### src/rtl/alu_wb_queue_if.sv
// ALU-to-writeback handshake bundle: producer side (ALU), consumer side (writeback),
// fetch redirect and pipeline flush. The queue uses the slave modport.
interface alu_wb_queue_if;
  logic        flush;
  logic        in_valid;
  logic        in_ready;
  logic [5:0]  in_tag;
  logic [4:0]  in_rd;
  logic [63:0] in_result;
  logic        in_take_branch;
  logic        in_is_branch;
  logic        in_pred_taken;
  logic [63:0] in_pc;
  logic [63:0] in_target;
  logic        wb_valid;
  logic        wb_ready;
  logic [5:0]  wb_tag;
  logic [4:0]  wb_rd;
  logic [63:0] wb_data;
  logic        wb_mispredict;
  logic        redirect_valid;
  logic [63:0] redirect_pc;

  modport slave (
    input  flush, in_valid, in_tag, in_rd, in_result, in_take_branch,
           in_is_branch, in_pred_taken, in_pc, in_target, wb_ready,
    output in_ready, wb_valid, wb_tag, wb_rd, wb_data, wb_mispredict,
           redirect_valid, redirect_pc
  );

  modport master (
    output flush, in_valid, in_tag, in_rd, in_result, in_take_branch,
           in_is_branch, in_pred_taken, in_pc, in_target, wb_ready,
    input  in_ready, wb_valid, wb_tag, wb_rd, wb_data, wb_mispredict,
           redirect_valid, redirect_pc
  );
endinterface

### src/rtl/alu_wb_queue.sv
// 4-entry ALU writeback queue with branch-mispredict redirect generation.
// Optional macro ALU_WB_BYPASS_EN: an input hitting an empty queue with wb_ready goes straight to wb_*.
module alu_wb_queue (
  input  logic           clk,
  input  logic           reset,
  alu_wb_queue_if.slave  bus
);

  localparam int DATA_W = 64;
  localparam int DEPTH  = 4;

  typedef struct packed {
    logic [5:0]        tag;
    logic [4:0]        rd;
    logic [DATA_W-1:0] data;
    logic              mispredict;
  } entry_t;

  entry_t            entry_q [DEPTH];
  entry_t            entry_d [DEPTH];
  logic [1:0]        wr_ptr_q, wr_ptr_d;
  logic [1:0]        rd_ptr_q, rd_ptr_d;
  logic [2:0]        count_q, count_d;
  logic              redirect_valid_q, redirect_valid_d;
  logic [DATA_W-1:0] redirect_pc_q, redirect_pc_d;

  entry_t            new_entry;
  entry_t            head;
  logic              mispredict_in;
  logic              accept;
  logic              bypass;
  logic              push;
  logic              pop;
  logic              not_empty;

  function automatic logic [DATA_W-1:0] fix_pc(input logic              take,
                                               input logic [DATA_W-1:0] pc,
                                               input logic [DATA_W-1:0] target);
    fix_pc = take ? target : pc + DATA_W'(4);
  endfunction

  assign not_empty   = (count_q != 3'd0);
  assign bus.in_ready = (count_q < 3'(DEPTH));

  always_comb begin
    mispredict_in = bus.in_is_branch && (bus.in_take_branch != bus.in_pred_taken);
    new_entry.tag        = bus.in_tag;
    new_entry.rd         = bus.in_is_branch ? 5'd0 : bus.in_rd;
    new_entry.data       = bus.in_result;
    new_entry.mispredict = mispredict_in;

    accept = bus.in_valid && bus.in_ready && !bus.flush;
`ifdef ALU_WB_BYPASS_EN
    bypass = !not_empty && bus.in_valid && bus.wb_ready && !bus.flush;
`else
    bypass = 1'b0;
`endif
    push = accept && !bypass;
    pop  = not_empty && bus.wb_ready && !bus.flush;
  end

  // Head selection: stored entry, bypassed input, or zeros when idle
  always_comb begin
    head = entry_q[rd_ptr_q];
    if (!not_empty) begin
      head = bypass ? new_entry : '0;
    end
    bus.wb_valid      = not_empty || bypass;
    bus.wb_tag        = head.tag;
    bus.wb_rd         = head.rd;
    bus.wb_data       = head.data;
    bus.wb_mispredict = head.mispredict;
  end

  always_comb begin
    entry_d  = entry_q;
    wr_ptr_d = wr_ptr_q;
    rd_ptr_d = rd_ptr_q;
    count_d  = count_q;
    if (push) begin
      entry_d[wr_ptr_q] = new_entry;
      wr_ptr_d          = wr_ptr_q + 2'd1;
    end
    if (pop) begin
      rd_ptr_d = rd_ptr_q + 2'd1;
    end
    count_d = count_q + 3'(push) - 3'(pop);
    if (bus.flush) begin
      wr_ptr_d = 2'd0;
      rd_ptr_d = 2'd0;
      count_d  = 3'd0;
    end

    // Redirect is taken from every accepted mispredict, bypassed or queued
    redirect_valid_d = accept && mispredict_in;
    redirect_pc_d    = redirect_valid_d
                     ? fix_pc(bus.in_take_branch, bus.in_pc, bus.in_target)
                     : redirect_pc_q;
  end

  always_ff @(posedge clk) begin
    if (reset) begin
      wr_ptr_q         <= 2'd0;
      rd_ptr_q         <= 2'd0;
      count_q          <= 3'd0;
      redirect_valid_q <= 1'b0;
      redirect_pc_q    <= '0;
    end else begin
      wr_ptr_q         <= wr_ptr_d;
      rd_ptr_q         <= rd_ptr_d;
      count_q          <= count_d;
      redirect_valid_q <= redirect_valid_d;
      redirect_pc_q    <= redirect_pc_d;
    end
  end

  // Entry storage is not reset; it is only visible through head when count != 0
  always_ff @(posedge clk) begin
    entry_q <= entry_d;
  end

  assign bus.redirect_valid = redirect_valid_q;
  assign bus.redirect_pc    = redirect_pc_q;

endmodule
### src/flat_wrapper.sv
// flat-port wrapper written by rule: the top's interface ports become plain ports
module alu_wb_queue_flat 
  (clk, reset, bus_flush, bus_in_valid, bus_in_tag, bus_in_rd, bus_in_result, bus_in_take_branch, bus_in_is_branch, bus_in_pred_taken, bus_in_pc, bus_in_target, bus_wb_ready, bus_in_ready, bus_wb_valid, bus_wb_tag, bus_wb_rd, bus_wb_data, bus_wb_mispredict, bus_redirect_valid, bus_redirect_pc);
  alu_wb_queue_if bus_i ();
  input  logic clk;
  input  logic reset;
  input wire logic [$bits(bus_i.flush)-1:0] bus_flush;
  input wire logic [$bits(bus_i.in_valid)-1:0] bus_in_valid;
  input wire logic [$bits(bus_i.in_tag)-1:0] bus_in_tag;
  input wire logic [$bits(bus_i.in_rd)-1:0] bus_in_rd;
  input wire logic [$bits(bus_i.in_result)-1:0] bus_in_result;
  input wire logic [$bits(bus_i.in_take_branch)-1:0] bus_in_take_branch;
  input wire logic [$bits(bus_i.in_is_branch)-1:0] bus_in_is_branch;
  input wire logic [$bits(bus_i.in_pred_taken)-1:0] bus_in_pred_taken;
  input wire logic [$bits(bus_i.in_pc)-1:0] bus_in_pc;
  input wire logic [$bits(bus_i.in_target)-1:0] bus_in_target;
  input wire logic [$bits(bus_i.wb_ready)-1:0] bus_wb_ready;
  output wire logic [$bits(bus_i.in_ready)-1:0] bus_in_ready;
  output wire logic [$bits(bus_i.wb_valid)-1:0] bus_wb_valid;
  output wire logic [$bits(bus_i.wb_tag)-1:0] bus_wb_tag;
  output wire logic [$bits(bus_i.wb_rd)-1:0] bus_wb_rd;
  output wire logic [$bits(bus_i.wb_data)-1:0] bus_wb_data;
  output wire logic [$bits(bus_i.wb_mispredict)-1:0] bus_wb_mispredict;
  output wire logic [$bits(bus_i.redirect_valid)-1:0] bus_redirect_valid;
  output wire logic [$bits(bus_i.redirect_pc)-1:0] bus_redirect_pc;
  assign bus_i.flush = bus_flush;
  assign bus_i.in_valid = bus_in_valid;
  assign bus_i.in_tag = bus_in_tag;
  assign bus_i.in_rd = bus_in_rd;
  assign bus_i.in_result = bus_in_result;
  assign bus_i.in_take_branch = bus_in_take_branch;
  assign bus_i.in_is_branch = bus_in_is_branch;
  assign bus_i.in_pred_taken = bus_in_pred_taken;
  assign bus_i.in_pc = bus_in_pc;
  assign bus_i.in_target = bus_in_target;
  assign bus_i.wb_ready = bus_wb_ready;
  assign bus_in_ready = bus_i.in_ready;
  assign bus_wb_valid = bus_i.wb_valid;
  assign bus_wb_tag = bus_i.wb_tag;
  assign bus_wb_rd = bus_i.wb_rd;
  assign bus_wb_data = bus_i.wb_data;
  assign bus_wb_mispredict = bus_i.wb_mispredict;
  assign bus_redirect_valid = bus_i.redirect_valid;
  assign bus_redirect_pc = bus_i.redirect_pc;
  alu_wb_queue u_core (.clk(clk), .reset(reset), .bus(bus_i));
endmodule
### config.mk
export PLATFORM = sky130hd
export DESIGN_NAME = alu_wb_queue_flat
export DESIGN_NICKNAME = d
export VERILOG_FILES = /design/src/rtl/alu_wb_queue_if.sv /design/src/rtl/alu_wb_queue.sv /design/src/flat_wrapper.sv
export SDC_FILE = /design/constraint.sdc
export NUM_CORES = 1
export LEC_CHECK = 0
export BUFFER_PORTS_ARGS = -buffer_cell sky130_fd_sc_hd__buf_2
export CORE_MARGIN = 3
export CORE_UTILIZATION = 40
export DETAILED_ROUTE_END_ITERATION = 10
export REMOVE_ABC_BUFFERS = 1
export SYNTH_ARGS = -nofsm -noshare
export SYNTH_HDL_FRONTEND = slang
export SYNTH_SLANG_ARGS = --single-unit
### constraint.sdc
create_clock -name clk -period 4.15 [get_ports clk]
set_clock_uncertainty 0.15 [all_clocks]
set_input_delay 0.83 -clock clk [delete_from_list [all_inputs] [get_ports clk]]
set_output_delay 0.83 -clock clk [all_outputs]
set_load 0.01 [all_outputs]
==> results of run 1 <==
## critical path: cells and delay by family (launching register included)
kind	cells	cell delay, ns
muxes	1	0.53
DFF	1	0.74
and+or+nand+nor	1	0.20
buffers and inverters	2	0.50
## worst min-delay path by stage
| stage | slack (ns) | cells after the start | end |
|---|---|---|---|
| 2_1_floorplan | 0.32 | 2 | u_core.bus.redirect_pc[18]$_SDFFE_PP0P_ |
| 5_1_grt | 0.31 | 1 | u_core.entry_q[129]$_DFFE_PP_ |
| 3_5_place_dp | 0.30 | 2 | u_core.bus.redirect_pc[4]$_SDFFE_PP0P_ |
| 4_1_cts | 0.30 | 1 | u_core.entry_q[135]$_DFFE_PP_ |
| 6_report | 0.30 | 2 | u_core.bus.redirect_pc[4]$_SDFFE_PP0P_ |
| 3_3_place_gp | 0.29 | 2 | u_core.bus.redirect_pc[4]$_SDFFE_PP0P_ |
## metrics by stage
stage          utilization [%]  worst slack, ns  power (µW)
3_3_place_gp             47.39           0.8658        4797
2_1_floorplan                -          -0.9275        4482
5_1_grt                  50.90           0.4520        8674
3_5_place_dp             47.39           0.8340        4807
6_report                 50.92           0.6232        8382
4_1_cts                  50.90           0.5291        8489
## cell usage after synthesis, types with 11 or more instances
cell type    n
a21oi_1     45
and2_1      86
and3_1      35
clkbuf_1    47
dfxtp_1     72
edfxtp_1   304
inv_1       20
mux4_2      76
nand2_1     66
nand3_1     30
nand4_1     19
nor2_1      30
nor3_1      11
o21ai_0     16
o22ai_1     30
xnor2_1     51
xor2_1      15
## layout make-up
class / instances / area, µm² / share of cell area [%]
antenna: 3 / 7.507 / 0.03771
clock buffer: 48 / 1062 / 5.336
clock inverter: 27 / 306.5 / 1.540
inverter: 21 / 78.83 / 0.3960
multi-input combinational: 601 / 5131 / 25.78
sequential: 376 / 10580 / 53.14
tap: 518 / 648.1 / 3.256
timing repair buffer: 380 / 2095 / 10.52
## state kept, by name, indices dropped and copies added (netlist names)
| name | flops |
|---|---|
| u_core.rd_ptr_q | 2 |
| u_core.bus.redirect_valid | 1 |
| u_core.count_q | 3 |
| u_core.entry_q | 304 |
| u_core.bus.redirect_pc | 64 |
| u_core.wr_ptr_q | 2 |
## per-layer routing
layer / global-route usage [%] / routed length [µm]
met1: 24.09 / 16880
met2: 32.69 / 20270
met3: 6.127 / 3603
met4: 6.618 / 1057
met5: 0 / 67
## report_power, final
part	switching [µW]	internal, µW
logic	314	239
clock network	1500	2170
registers	23.6	4140
total	1830	6550
## cell families (layout without fill, tap and decap cells)
| logic type | after synthesis | count (layout) | synth area share, % |
|---|---|---|---|
| AND/OR/NAND/NOR | 329 | 329 | 12.33 |
| buffers and inverters | 85 | 476 | 2.170 |
| flip-flops | 376 | 376 | 65.94 |
| AO/OA/AOI/OAI | 116 | 116 | 4.230 |
| adder cells (fa/ha/maj) | 8 | 8 | 0.6712 |
| other | 0 | 3 | 0 |
| XOR/XNOR | 66 | 66 | 3.606 |
| multiplexers | 82 | 82 | 11.05 |
==> results_dict.tcl, run 1 <==
set metrics [dict create \
    status "finished clean" \
    reg2regPathDepth 11 \
    synth_ff_type "edfxtp_1" \
    grt_max_degree 79 \
    area_growth_pct 24.18 \
    drtPass1Iterations 4 \
    drcViolationCount 0 \
    finalCriticalPeriod_ns 3.527 \
    cts_root_buffer "clkbuf_16" \
    drive_gt1_share_pct 38.13 \
    boundaryPins 354 \
    grt_pass1_vias 10860 \
    grt_overflow 0 \
    layout_commonest_cell "buf_2" \
    yosysTopAreaCell "edfxtp_1" \
    fin_tns_setup_ns 0 \
    final_area_um2 19910 \
    max-slew-margin-rel_pct 48.76 \
    r2r_slack_ns 1.58 \
    synth_area_leaders "edfxtp_1 (57%), mux4_2 (11%), dfxtp_1 (9.0%), and2_1 (3.4%), xnor2_1 (2.8%)" \
    vdd_drop_max_mv 0.2379 \
    ys_warn_count 0 \
    grt_pass1_wl_um 63100 \
    setup_viol 0 \
    h-tree-depth 2 \
    synthesis.area_um2 16030 \
    postCtsHoldBufs 0 \
    clock_sinks 376 \
    worstMarginPinSlew_ns 0.7686 \
    instances_no_fill 1974 \
    coreArea_um2 39100 \
    hold_violations 0 \
    vias 10390 \
    yosysTopAreaCellShare_pct 56.95 \
    crit_path_start "u_core.rd_ptr_q[0]$_SDFFE_PP0P_" \
    yosysSeqAreaShare_pct 65.94 \
    max_cap_viol_count 0 \
    slowest_stage "dfxtp_4" \
    syn-instance-count 1062 \
    cts_resized 0 \
    wl_per_cell_um 21.21 \
    die_h_um 206.2 \
    worstHoldStart "u_core.bus.redirect_pc[4]$_SDFFE_PP0P_" \
    cts_buffer_depth 3 \
    numCtsBuffers 41 \
    drtAntennaViolNets 0 \
    p_per_area_nw_per_um2 421.1 \
    worstPathArrival_ns 2.55 \
    dpl.cell_count 1896 \
    cts_setup_buffers 0 \
    grt_util_all_layers_pct 19.52 \
    async_reset_ff_share_pct 0 \
    ys_types 47 \
    die-area_um2 42510 \
    synth_edf_count 304 \
    antenna_found_initial 10 \
    p_leak_uw 0.007364 \
    maxSlewViolCount 0 \
    timing.rr.end "u_core.count_q[2]$_SDFF_PP0_" \
    num_rows 72 \
    fin_hold_ws_ns 0.3025 \
    slowest_delay_ns 0.74 \
    path_class "reg -> out" \
    crit_fanout 28 \
    cts_tree "built" \
    ys_ff_latch 376 \
    path_cells "buf_4 -> mux4_2 -> and2_1 -> buf_2" \
    final_nets 1640 \
    nFillCells 3417 \
    gp_congestion 0.8671 \
    cp-end-kind "output pin" \
    viasPerCell 5.261 \
    r2r_start "u_core.count_q[1]$_SDFF_PP0_" \
    port_buffers 353 \
    startpoint_type "flop" \
    crit_end "bus_wb_data[16]" \
    dp_hpwl_um 28620 \
    routed_wl_um 41870 \
    clock_latency_ns 0.54 \
    first_iter_violations 435 \
    worstPathRequired_ns 3.17 \
    placed_area_um2 18530 \
    initial_core_util_pct 41.00 \
    layout_common_cells "buf_2 (353), edfxtp_1 (304), and2_1 (82)" \
    rsz0062_at_grt "no" \
    path_clk_slew_ns 0.06 \
    die_w_um 206.2 \
    syn_avg_cell_area_um2 15.09 \
    fmax_mhz 283.5 \
    hp-class "reg -> reg" \
    fin_crit_sh_pct 84.98 \
]
Power figures use the tool's default switching activity.
==> inputs of run 2 (changes only) <==
==> constraint.sdc (replaced) <==
create_clock -name clk -period 3.3 [get_ports clk]
set_clock_uncertainty 0.15 [all_clocks]
set_input_delay 0.66 -clock clk [delete_from_list [all_inputs] [get_ports clk]]
set_output_delay 0.66 -clock clk [all_outputs]
set_load 0.01 [all_outputs]
==> run 2 against run 1 <==
Count of clock-buffer cells in the layout rose by 6. Via count decreased by 0.35%. Combinational power up 27%. Non-clock buffer count is 3 higher. Sequential share of layout area decreased by 0.15 points. Critical path type unchanged. Cell area up 0.29%. Power up 26%. Sequential cell count unchanged. First-iteration DRC count up 33%. Clock power up 26%. Sequential power increased by 26%. Wire length down 0.16%.
==> results_dict.tcl, run 2 (same netlist as run 1, synthesis figures left out) <==
set metrics [dict create \
    hp-class "in -> reg" \
    cts_buffer_depth 3 \
    postCtsHoldBufs 0 \
    rsz0062_at_grt "no" \
    drive_gt1_share_pct 37.98 \
    seqPwrFrac_pct 49.6 \
    fin_crit_sh_pct 94.13 \
    final_nets 1644 \
    maxSlewViolCount 0 \
    vias 10350 \
    grt_pass1_vias 10740 \
    cts_resized 0 \
    path_class "reg -> out" \
    cts_tree "built" \
    fin_ws_ns 0.1938 \
    wl_per_cell_um 21.13 \
    r2r_slack_ns 1.02 \
    p_per_area_nw_per_um2 529.3 \
    numCtsBuffers 42 \
    worstHoldEndpoint "u_core.entry_q[281]$_DFFE_PP_" \
    antenna_found_initial 11 \
    top_register "u_core.entry_q" \
    grt_pass1_wl_um 63460 \
    use_met1_pct 24.98 \
    layout_common_cells "buf_2 (353), edfxtp_1 (304), and2_1 (82)" \
    clock_latency_ns 0.54 \
    drtPass1Iterations 4 \
    layout_commonest_cell "buf_2" \
    pre_cts_slack_ns 0.3650 \
    cts_root_buffer "clkbuf_16" \
    die_w_um 206.2 \
    boundaryPins 354 \
    timing.rr.end "u_core.count_q[2]$_SDFF_PP0_" \
    dp_hpwl_um 28430 \
    r2r_start "u_core.count_q[1]$_SDFF_PP0_" \
    viasPerCell 5.233 \
    switching_power_uw 2268 \
    cts_setup_buffers 0 \
    grt_max_degree 63 \
    setup_viol 0 \
    routed_wl_um 41800 \
    p_sw_share_pct 21.47 \
    hold_violations 0 \
    status "finished clean" \
    max_cap_viol_count 0 \
    num_rows 72 \
    power.internal_uw 8298 \
    grt_use_met3_pct 6.095 \
    initial_core_util_pct 41.00 \
    largest_register_ffs 304 \
    p_clk_share_pct 43.8 \
    startpoint_type "flop" \
    busiest_layer "met2" \
    area_growth_pct 24.54 \
    drcViolationCount 0 \
    worstHoldStart "bus_in_result[52]" \
    path_clk_slew_ns 0.06 \
    port_buffers 353 \
    cp-end-kind "output pin" \
    combPwrFrac_pct 6.7 \
    first_iter_violations 579 \
    worstMarginPinSlew_ns 0.6490 \
    h-tree-depth 2 \
    vdd_drop_max_mv 0.3697 \
    grt_overflow 0 \
    fin_hold_ws_ns 0.1644 \
    fmax_mhz 321.9 \
    clock_sinks 376 \
    met2_usage_pct 31.81 \
    drtAntennaViolNets 0 \
    worstPathArrival_ns 2.30 \
    coreArea_um2 39100 \
    p_leak_uw 0.007400 \
    nFillCells 3459 \
    grt_util_all_layers_pct 19.58 \
    gp_congestion 0.8723 \
    reg2regPathDepth 10 \
    worstPathRequired_ns 2.49 \
    die-area_um2 42510 \
    crit_fanout 29 \
    finalCriticalPeriod_ns 3.106 \
    die_h_um 206.2 \
    hold_path_depth 1 \
    max-slew-margin-rel_pct 56.34 \
]
==> run 2: changes by cell type in the layout (fill, tap and decap cells not counted), sizes merged <==
cell	before	now
buf	380	383
clkinvlp	6	2
diode	3	4
clkinv	15	13
clkbuf	48	54
==> run 2: layout make-up <==
type | instances | area, µm² | share of cell area, %
inverters | 21 | 78.83 | 0.3948
diodes | 4 | 10.01 | 0.05014
repair buffers | 383 | 2155 | 10.79
flip-flops and latches | 376 | 10580 | 52.98
well taps | 518 | 648.1 | 3.246
clock buffers | 54 | 1116 | 5.590
multi-input cells | 601 | 5131 | 25.70
clock inverters | 21 | 247.7 | 1.241
==> run 2: worst max-delay path by stage <==
stage	startpoint	to	slack, ns
6_report	u_core.rd_ptr_q[0]$_SDFFE_PP0P_	bus_wb_data[14]	0.19
5_1_grt	u_core.rd_ptr_q[0]$_SDFFE_PP0P_	bus_wb_data[23]	0.05
4_1_cts	u_core.rd_ptr_q[0]$_SDFFE_PP0P_	bus_wb_data[23]	0.1
3_5_place_dp	bus_in_pc[2]	u_core.bus.redirect_pc[46]$_SDFFE_PP0P_	0.36
3_3_place_gp	bus_in_pc[2]	u_core.bus.redirect_pc[54]$_SDFFE_PP0P_	0.39
2_1_floorplan	u_core.rd_ptr_q[0]$_SDFFE_PP0P_	bus_wb_data[0]	-1.61
==> run 2: power groups by stage <==
stage	clock (µW)	sequential [µW]	combinational [µW]
floorplan	0	5350	284
global placement	0	5330	705
detailed placement	0	5340	715
CTS	4760	5240	717
global route	4940	5240	779
finish	4620	5240	705
==> run 2: metal layers <==
metal	vias up	part of all wire (%)
li1	4798	-
met1	5071	40
met2	392	48
met3	75	9.0
met4	14	2.8
met5	-	0.19
==> run 2: critical path: stages, from the launching register on <==
cell and delay [ns]:
dfxtp_4 0.56, buf_12 0.30, mux4_2 0.54, and2_1 0.18
buf_2 0.14
==> run 2: stage by stage <==
stage,total power [µW],util [%],setup TNS [ns],std cells,instance area (µm²)
2_1_floorplan,5636,-,-181.27,998,15760
6_report,10570,51.06,0,1978,19960
5_1_grt,10970,51.04,0,1975,19960
4_1_cts,10710,51.04,0,1974,19950
3_3_place_gp,6040,47.55,0,1899,18590
3_5_place_dp,6052,47.55,0,1899,18590
